===== config.mk =====
export PLATFORM = sky130hd
export DESIGN_NAME = instr_sequencer
export DESIGN_NICKNAME = d
export VERILOG_FILES = /design/src/rtl/instr_sequencer.sv
export SDC_FILE = /design/constraint.sdc
export NUM_CORES = 1
export LEC_CHECK = 0
export CAP_MARGIN = 25
export CORE_MARGIN = 2
export CORE_UTILIZATION = 31
export DETAILED_ROUTE_END_ITERATION = 12
export PLACE_DENSITY = 0.72
export SLEW_MARGIN = 10
export SYNTH_ARGS = -nofsm -noshare
export SYNTH_HDL_FRONTEND = slang
export SYNTH_SLANG_ARGS = --single-unit

===== constraint.sdc =====
create_clock -name Pclk -period 2 [get_ports Pclk]
set_clock_uncertainty 0.15 [all_clocks]
set_input_delay 0.4 -clock Pclk [delete_from_list [all_inputs] [get_ports Pclk]]
set_output_delay 0.4 -clock Pclk [all_outputs]
set_load 0.02 [all_outputs]

===== src/rtl/instr_sequencer.sv =====
// instr_sequencer: issues PROG_LEN words from a synchronous program ROM to a
//   processor over a Run/Done handshake, one word in flight at a time.
// Latency: Start sampled -> Run high two edges later (IDLE->FETCH->ISSUE), DIN
//   valid in the same cycle as Run; Done sampled -> next Run two edges later.
// Backpressure: nothing new is issued until the processor returns Done; with
//   SEQ_TIMEOUT_EN defined, TIMEOUT cycles without Done parks the block in ERR.
// Ports: Pclk/Reset (async, active-high); Start/Abort control; rom_addr/rom_data
//   ROM port (data one cycle after address); DIN/Run/Done processor handshake;
//   pc, Busy, Finished, Error status.
module instr_sequencer #(
  parameter int DATA_W   = 16,
  parameter int ADDR_W   = 5,
  parameter int PROG_LEN = 24,
  parameter int TIMEOUT  = 64
) (
  input  logic              Pclk,
  input  logic              Reset,
  input  logic              Start,
  input  logic              Abort,
  output logic [ADDR_W-1:0] rom_addr,
  input  logic [DATA_W-1:0] rom_data,
  output logic [DATA_W-1:0] DIN,
  output logic              Run,
  input  logic              Done,
  output logic [ADDR_W-1:0] pc,
  output logic              Busy,
  output logic              Finished,
  output logic              Error
);

  typedef enum logic [2:0] {
    S_IDLE, S_FETCH, S_ISSUE, S_WAIT_DONE, S_FIN, S_ERR
  } state_t;

  localparam logic [ADDR_W-1:0] LAST_PC = ADDR_W'(PROG_LEN - 1);

  state_t            state_q, state_d;
  logic [ADDR_W-1:0] pc_q, pc_d;
  logic [DATA_W-1:0] din_q, din_d;
  logic              run_q, run_d;

`ifdef SEQ_TIMEOUT_EN
  localparam int          TMO_W    = $clog2(TIMEOUT + 1);
  localparam logic [TMO_W-1:0] TMO_LAST = TMO_W'(TIMEOUT - 1);
  logic [TMO_W-1:0] tmo_q, tmo_d;
`else
  // TIMEOUT only has meaning when the Done watchdog is built in.
  logic unused_timeout;
  assign unused_timeout = ^TIMEOUT;
`endif

  always_comb begin
    state_d = state_q;
    pc_d    = pc_q;
    din_d   = din_q;
    run_d   = 1'b0;
`ifdef SEQ_TIMEOUT_EN
    tmo_d   = tmo_q;
`endif
    if (Abort) begin
      // DIN deliberately keeps its last value.
      state_d = S_IDLE;
      pc_d    = '0;
    end else begin
      case (state_q)
        S_IDLE, S_FIN: begin
          if (Start) begin
            pc_d    = '0;
            state_d = S_FETCH;
          end
        end
        S_FETCH: state_d = S_ISSUE;
        S_ISSUE: begin
          // rom_data now holds ROM[pc]; DIN and Run are registered together
          // so the processor sees them in the same cycle.
          din_d   = rom_data;
          run_d   = 1'b1;
          state_d = S_WAIT_DONE;
`ifdef SEQ_TIMEOUT_EN
          tmo_d   = '0;
`endif
        end
        S_WAIT_DONE: begin
          // A Done coinciding with the Run pulse cannot belong to this word.
          if (Done && !run_q) begin
            if (pc_q == LAST_PC) begin
              state_d = S_FIN;
            end else begin
              pc_d    = pc_q + 1'b1;
              state_d = S_FETCH;
            end
          end
`ifdef SEQ_TIMEOUT_EN
          else if (tmo_q == TMO_LAST) begin
            state_d = S_ERR;
          end else begin
            tmo_d = tmo_q + 1'b1;
          end
`endif
        end
        S_ERR:   state_d = S_ERR;
        default: state_d = S_IDLE;
      endcase
    end
  end

  always_ff @(posedge Pclk or posedge Reset) begin
    if (Reset) begin
      state_q <= S_IDLE;
      pc_q    <= '0;
      din_q   <= '0;
      run_q   <= 1'b0;
    end else begin
      state_q <= state_d;
      pc_q    <= pc_d;
      din_q   <= din_d;
      run_q   <= run_d;
    end
  end

`ifdef SEQ_TIMEOUT_EN
  always_ff @(posedge Pclk or posedge Reset) begin
    if (Reset) begin
      tmo_q <= '0;
    end else begin
      tmo_q <= tmo_d;
    end
  end
  assign Error = (state_q == S_ERR);
`else
  assign Error = 1'b0;
`endif

  assign rom_addr = pc_q;
  assign pc       = pc_q;
  assign DIN      = din_q;
  assign Run      = run_q;
  assign Busy     = (state_q == S_FETCH) || (state_q == S_ISSUE) ||
                    (state_q == S_WAIT_DONE);
  assign Finished = (state_q == S_FIN);

endmodule


# After elaboration in Yosys (flattened, before gate mapping)
# Cells that the tools add are included.
word_totals:
  register_bits: 25
  output_inout_bits: 30
  word_cells: 37
classes:
  add_sub_neg: 1
  n_eq_ne: 9
  mux: 12
  bitwise: 1
  n_reduce_logical: 10
op_table:
  columns: ["operator", "count"]
  rows:
  - ["5-bit two-way mux", 4]
  - ["3-bit case mux with 5 select lines", 1]
  - ["3-bit two-way mux", 4]
  - ["5-bit case mux with 2 select lines", 1]
  - ["3-bit inequality test (second input constant)", 3]
  - ["3-bit by 2-bit == test with 1-bit output (second input constant)", 2]
  - ["3-bit == test (second input constant)", 2]
  - ["5-bit by 1-bit adder with 5-bit output (second input constant)", 1]
  - ["5-bit == test (second input constant)", 1]
  - ["2-bit AND reduction", 2]
  - ["4-bit AND reduction", 1]
  - ["3-bit by 1-bit == test with 1-bit output (second input constant)", 1]
  - ["3-bit logical NOT", 1]
  - ["3-bit nonzero test", 1]
  - ["1-bit logical OR", 2]
  - ["1-bit two-way mux", 2]
  - ["2-bit OR reduction", 1]
  - ["1-bit logical AND", 1]
  - ["1-bit logical NOT", 1]
  - ["1-bit NOT", 1]

# Depth between registers and ports, before layout
# Gate-level depths: netlist of the first run.
depth:
  ltp_word: 5
  depth_mapped: 5
  ltp_nobuf: 5

# Least setup slack after synthesis of the first run
# Ideal clock, no wire load.
synth_path:
  kind: "reg-to-reg"
  startpoint: "register pc_q[0] (netlist: pc[0])"
  endpoint: "register pc_q[3] (netlist: pc[3])"
  setup_time_ns: 0.082
  arrival_ns: 1.588
  required_ns: 1.768
  slack_ns: 0.180
  path_stages_with_launch: 6
  synth_period_minus_slack_ns: 1.820
  path_cell_list: "dfrtp_1 -> ha_1 -> nand4b_1 -> a22oi_4 -> or4_1 -> o22ai_1"
synth_via:
  elab_chain_cells: 5
  elab_cells_between_ends: 8
  cone_classes: "add/sub: 1; eq/ne: 2; mux: 4; reduce/logical: 1"
synth_lines:
  columns: ["element", "line", "rtl"]
  rows:
  - ["start, declared", "38", "logic [ADDR_W-1:0] pc_q, pc_d;"]
  - ["start signal, assigned", "115", "pc_q <= pc_d;"]
  - ["5-bit by 1-bit adder with 5-bit output", "89", "pc_d = pc_q + 1'b1;"]
  - ["5-bit two-way mux", "86", "if (pc_q == LAST_PC) begin"]
  - ["5-bit two-way mux", "85", "if (Done && !run_q) begin"]
  - ["5-bit case mux with 2 select lines", "65", "case (state_q)"]
  - ["5-bit two-way mux", "60", "if (Abort) begin"]
# Parallel ways exist; a longest one is shown, timed or not. The select of a mux whose other input is x is not followed.
# A chain may end at the register's enable or synchronous reset.

# Worst setup path in the final report of the first run
layout_path:
  startpoint: "register pc_q[4] (netlist: pc[4])"
  endpoint: "output port pc[4]"
layout_rtl:
  columns: ["element", "line", "rtl"]
  rows:
  - ["end, declared", "25", "output logic [ADDR_W-1:0] pc,"]
# No word-level cell between the ends.

==> results.json, run 1 <==
{
  "clock_power_share_pct": 18.3,
  "cts-resized-gates": 2,
  "gp_congestion": 0.8135,
  "start_util_pct": 32.93,
  "track_usage_pct": 13.51,
  "synth_area_um2": 1224,
  "cts_tree": "yes",
  "fill_cells": 329,
  "wl_um": 2718,
  "final_common_cell": "clkdlybuf4s50_1",
  "io_pins": 51,
  "drt_iter0_markers": 8,
  "hold_ws_ps": 346.8,
  "cts_buffers": 3,
  "die_h_um": 66.83,
  "fin_nets": 175,
  "min_period_over_period_pct": 95.08,
  "cp.arrival_ps": 1350,
  "seqPwrFrac_pct": 42.6,
  "peakVddDrop_uv": 594.4,
  "dr.pass1.iters": 3,
  "portBuffers": 49,
  "synth_fp_nets": 121,
  "cts_sinks": 25,
  "syn_area_per_cell_um2": 12.36,
  "grt_setup_unrepaired": "false",
  "leakagePower_nw": 0.7718,
  "clk_latency_ps": 260,
  "core_um2": 3716,
  "drive_above_1_share_pct": 22.37,
  "h-tree-depth": 1,
  "synthArstFlopShare_pct": 100.0,
  "multi_input_area_um2": 495.5,
  "r2r_cells": 5,
  "die_width_um": 66.83,
  "die_area_um2": 4466,
  "overflow": 0,
  "mostFrequentLayoutCells": "clkdlybuf4s50_1, dfrtp_1, mux2_2, buf_4, nor2_1",
  "crit_family": "buffers and inverters",
  "min_path_type": "in -> async",
  "min_period_ps": 1902,
  "synthDistinctLibCells": 33,
  "pre_cts_ws_ps": -40.33,
  "worstSetupPathType": "reg -> out",
  "cp-start-kind": "flop",
  "antenna_left": 0,
  "finalPower_mw": 1.608,
  "fmax_ghz": 0.5259,
  "grt_pass1_vias": 1086,
  "report.final.hold_viol_count": 0,
  "setup_slack_ps": 98.43,
  "drc": 0,
  "intPower_mw": 1.107,
  "synth_edf_count": 0,
  "synth_seq_cells": 25,
  "seqCellArea_um2": 625.6,
  "rrSetupSlack_ps": 130,
  "clockRootBuffer": "clkbuf_8",
  "ys_warn_count": 0,
  "ys.flop_type": "dfrtp_1",
  "path_max_fanout": 7,
  "rr_startpoint": "pc[0]$_DFFE_PP0P_",
  "syn-instance-count": 99,
  "grt_max_degree": 26,
  "crit_buf_inv": 1,
  "synth_sequential_area_ratio_pct": 51.12,
  "crit_required_ps": 1450,
  "via_count": 976,
  "end_kind": "output pin",
  "p_switching_mw": 0.5008,
  "via_per_inst": 4.880,
  "grt_pass1_wl_um": 4588,
  "cts_hold_buffers": 0,
  "antenna_cells": 0,
  "clk_pin_slew_ps": 80,
  "swShare_pct": 31.15,
  "comb_power_share_pct": 39.2,
  "cts_setup_buffers": 0,
  "cp_cell_sequence": "clkdlybuf4s50_1",
  "crit_path_top_delay_cell": "clkdlybuf4s50_1",
  "cpPeakStageDelay_ps": 640,
  "status": "finished, final reports clean",
  "placementRows": 22,
  "worst_r2r_endpoint": "pc[3]$_DFFE_PP0P_",
  "dpl_cell_area_um2": 1762,
  "design_area_um2": 1809,
  "setup_viol": 0,
  "antenna_found_initial": 0,
  "maxCapViolCount": 0,
  "syn_to_final_growth_pct": 47.85,
  "finalMaxSlewViolations": 0,
  "wire_per_inst_um": 13.59,
  "power_density_nw_per_um2": 888.6,
  "hpwl_um": 2132,
  "clockBufferDepth": 2
}
-- how the worst max path moves through the flow --
stage / startpoint / end / slack, ps / cells past startpoint
after floorplan: pc[0]$_DFFE_PP0P_ / pc[3]$_DFFE_PP0P_ / 180 / 5
after global placement: Done / pc[3]$_DFFE_PP0P_ / -4 / 6
after detailed placement: Done / pc[3]$_DFFE_PP0P_ / -40 / 6
after CTS: pc[2]$_DFFE_PP0P_ / rom_addr[2] / 40 / 1
after global routing: pc[3]$_DFFE_PP0P_ / rom_addr[3] / 30 / 1
final: pc[4]$_DFFE_PP0P_ / pc[4] / 100 / 1
-- cells by family after synthesis --
group | after synthesis | share of synthesized area [%]
muxes | 16 | 14.72
DFF | 25 | 51.12
adders and majority gates | 1 | 1.022
other | 1 | 0.3065
and+or+nand+nor | 29 | 16.05
buffers and inverters | 13 | 8.384
AOI/OAI and AO/OA | 14 | 8.385
-- metrics by stage --
| step | TNS, ps | utilization, % | instances |
|---|---|---|---|
| after floorplan | 0 | - | 99 |
| after global placement | -3.514 | 47.41 | 196 |
| after detailed placement | -45.51 | 47.41 | 196 |
| after CTS | 0 | 48.55 | 200 |
| after global routing | 0 | 48.69 | 200 |
| final | 0 | 48.69 | 200 |
-- cell type report --
| type | count | share of cell area (%) |
|---|---|---|
| clock buffer | 4 | 2.490 |
| inverter | 2 | 0.4149 |
| multi-input combinational | 61 | 27.39 |
| sequential | 25 | 34.58 |
| tap | 48 | 3.319 |
| timing repair buffer | 60 | 31.81 |
-- flip-flops by register name, indices dropped and copies added (netlist names) --
signal and flops:
state_q 3, DIN 16, pc 5, Run 1
-- power by group through the flow --
stage	combinational (mW)	clock [mW]	sequential, mW
after floorplan	0.169	0	0.830
after global placement	0.622	0	0.684
after detailed placement	0.637	0	0.695
after CTS	0.638	0.309	0.688
after global routing	0.671	0.331	0.703
final	0.630	0.293	0.685
-- Yosys cell counts, drive strengths merged, types with 2 or more instances --
cell type | count | area share [%]
o21ai | 2 | 0.82
nand2 | 2 | 0.61
buf | 11 | 7.8
or4 | 2 | 1.2
mux2 | 16 | 15
a31oi | 2 | 1.0
a21oi | 5 | 2.0
inv | 2 | 0.61
nand4b | 2 | 1.4
or3 | 2 | 1.0
dfrtp | 25 | 51
nand4 | 3 | 1.5
nor2 | 7 | 2.4
nand2b | 2 | 1.0
-- metal layers --
layer / share of wire (%) / routed length (µm) / global-route usage (%)
met2: 48 / 1310 / 24.00
met1: 41 / 1111 / 14.77
met4: 1.1 / 31 / 4.082
met3: 9.7 / 264 / 5.236
met5: 0 / 0 / 0
-- worst register-to-register path, cell delays in order (launching register included) --
cell and delay (ps):
dfrtp_1 450, ha_1 280, nand4b_1 190, a22oi_4 90, or4_1 490, o22ai_1 160
Note: power is estimated with default switching activity, not from simulation.
==> run 2, diff against run 1 <==
--- a/config.mk
+++ b/config.mk
@@ -8,6 +8,7 @@
 export CAP_MARGIN = 25
 export CORE_MARGIN = 2
 export CORE_UTILIZATION = 31
+export CTS_CLUSTER_SIZE = 28
 export DETAILED_ROUTE_END_ITERATION = 12
 export PLACE_DENSITY = 0.72
 export SLEW_MARGIN = 10
==> results of run 2 <==
No change in the layout: final DEF, timing and power equal those of run 1.
==> run 3, diff against run 2 <==
--- a/config.mk
+++ b/config.mk
@@ -7,10 +7,10 @@
 export LEC_CHECK = 0
 export CAP_MARGIN = 25
 export CORE_MARGIN = 2
-export CORE_UTILIZATION = 31
+export CORE_UTILIZATION = 42
 export CTS_CLUSTER_SIZE = 28
 export DETAILED_ROUTE_END_ITERATION = 12
-export PLACE_DENSITY = 0.72
+export PLACE_DENSITY = 0.9
 export SLEW_MARGIN = 10
 export SYNTH_ARGS = -nofsm -noshare
 export SYNTH_HDL_FRONTEND = slang
==> run 3 against run 2 <==
Against the previous run:
- sequential cell count is the same
- highest routed layer unchanged
- total power down 3.7%
- critical path type unchanged
- setup slack worse by 45 ps
- register-to-register slack hardly changed
- worst hold slack got worse by 34 ps
- combinational power increased by 1%
- sequential share of layout area up 0.65 points
- final area decreased by 1.7%
==> results.json, run 3 (synthesis results as in run 1) <==
{
  "status": "finished, final reports clean",
  "hpwl_um": 2218,
  "setup_viol": 0,
  "crit_path_top_delay_cell": "clkdlybuf4s50_1",
  "swShare_pct": 32.71,
  "peakVddDrop_uv": 769.4,
  "die_h_um": 57.98,
  "drive_above_1_share_pct": 22.52,
  "dp_cells": 178,
  "clockBufferDepth": 2,
  "clock_power_share_pct": 14.5,
  "antenna_found_initial": 0,
  "cts_sinks": 25,
  "dpl_cell_area_um2": 1745,
  "drt_iter0_markers": 21,
  "path_max_fanout": 5,
  "die_width_um": 57.98,
  "grt_pass1_wl_um": 4712,
  "fill_cells": 201,
  "mostFrequentLayoutCells": "clkdlybuf4s50_1, dfrtp_1, mux2_2, buf_4, nor2_1",
  "portBuffers": 49,
  "crit_family": "buffers and inverters",
  "grt_setup_unrepaired": "false",
  "crit_buf_inv": 1,
  "via_per_inst": 5.429,
  "grt_pass1_vias": 1054,
  "p_switching_mw": 0.5064,
  "design_area_um2": 1779,
  "overflow": 0,
  "min_period_ps": 1947,
  "cts_tree": "yes",
  "final_util_pct": 64.52,
  "comb_power_share_pct": 41.2,
  "cp.arrival_ps": 1400,
  "r2r_cells": 5,
  "finalPower_mw": 1.548,
  "cpPeakStageDelay_ps": 630,
  "setup_total_negative_slack_ps": 0,
  "cp-start-kind": "flop",
  "final_common_cell": "clkdlybuf4s50_1",
  "gp_congestion": 0.9204,
  "placementRows": 19,
  "top_layer_used": "met4",
  "end_kind": "output pin",
  "core_um2": 2758,
  "largest_register_ffs": 16,
  "h-tree-depth": 1,
  "drc": 0,
  "leakagePower_nw": 0.8309,
  "grt_max_degree": 26,
  "cts_setup_buffers": 0,
  "fin_nets": 174,
  "antenna_left": 0,
  "antenna_cells": 0,
  "seqPwrFrac_pct": 44.3,
  "clk_latency_ps": 320,
  "rr_startpoint": "pc[1]$_DFFE_PP0P_",
  "power_density_nw_per_um2": 870.2,
  "worst_r2r_endpoint": "pc[3]$_DFFE_PP0P_",
  "die_area_um2": 3361,
  "dr_wl_met3_um": 271,
  "min_path_type": "in -> async",
  "fmax_ghz": 0.5137,
  "via_count": 988,
  "crit_required_ps": 1450,
  "start_util_pct": 44.37,
  "intPower_mw": 1.042,
  "maxCapViolCount": 0,
  "dr.pass1.iters": 4,
  "cp_cell_sequence": "clkdlybuf4s50_1",
  "clk_pin_slew_ps": 130,
  "min_period_over_period_pct": 97.33,
  "wl_um": 2919,
  "met1Wirelength_um": 1147,
  "report.final.hold_viol_count": 0,
  "wire_per_inst_um": 16.04,
  "io_pins": 51,
  "finalMaxSlewViolations": 0,
  "track_usage_pct": 18.15,
  "clockRootBuffer": "clkbuf_4",
  "worstSetupPathType": "reg -> out",
  "syn_to_final_growth_pct": 45.40,
  "cts_buffers": 3,
  "rrSetupSlack_ps": 130,
  "fin_cells": 182,
  "wl_met2_um": 1481
}
==> run 3: cell count changes in the layout (fill, tap and decap cells not counted), sizes merged <==
cell,previous run,this run
dlygate4sd2,2,5
dlymetal6s2s,2,5
clkdlybuf4s50,45,39
buf,11,10
==> run 3: metal layers <==
layer / vias up / track usage [%]
met5: - / 0
met4: 0 / 4.983
met3: 2 / 5.357
met2: 51 / 31.98
met1: 480 / 21.51
li1: 455 / -
==> run 3: worst max path at each step <==
stage                      start           endpoint  slack (ps)  cells after the start
2_1_floorplan  pc[0]$_DFFE_PP0P_  pc[3]$_DFFE_PP0P_         180                      5
3_3_place_gp                Done  pc[0]$_DFFE_PP0P_          50                      6
3_5_place_dp                Done  pc[4]$_DFFE_PP0P_           1                      6
4_1_cts        pc[2]$_DFFE_PP0P_        rom_addr[2]         0.1                      1
5_1_grt        pc[1]$_DFFE_PP0P_        rom_addr[1]           1                      1
6_report       pc[1]$_DFFE_PP0P_        rom_addr[1]          50                      1
==> run 3: power by group through the flow <==
stage	Sequential (mW)	Combinational (mW)	Clock [mW]
detailed placement	0.696	0.643	0
global route	0.702	0.671	0.251
floorplan	0.830	0.169	0
CTS	0.688	0.644	0.231
finish	0.686	0.637	0.225
global placement	0.682	0.620	0
==> run 3: stage by stage <==
| stage | hold WS [ps] | setup WS [ps] |
|---|---|---|
| 2_1_floorplan | 277.3 | 179.5 |
| 3_3_place_gp | 338.7 | 50.56 |
| 3_5_place_dp | 348.4 | 1.045 |
| 4_1_cts | 276.9 | 0.1472 |
| 5_1_grt | 308.0 | 1.278 |
| 6_report | 312.8 | 53.38 |
==> run 3: repair_timing <==
action | in CTS | in global routing
gates cloned | 0 | 0
hold buffers | 0 | 0
endpoints found under the setup margin | 7 | 7
resized for setup | 5 | 6
==> run 3: final cells by class <==
cell class	instances	area (µm²)	share of cell area (%)
clock buffer	4	26.28	1.477
multi-input combinational	61	495.5	27.85
timing repair buffer	59	584.3	32.84
sequential	25	626.9	35.23
inverter	2	7.507	0.4219
tap	31	38.79	2.180
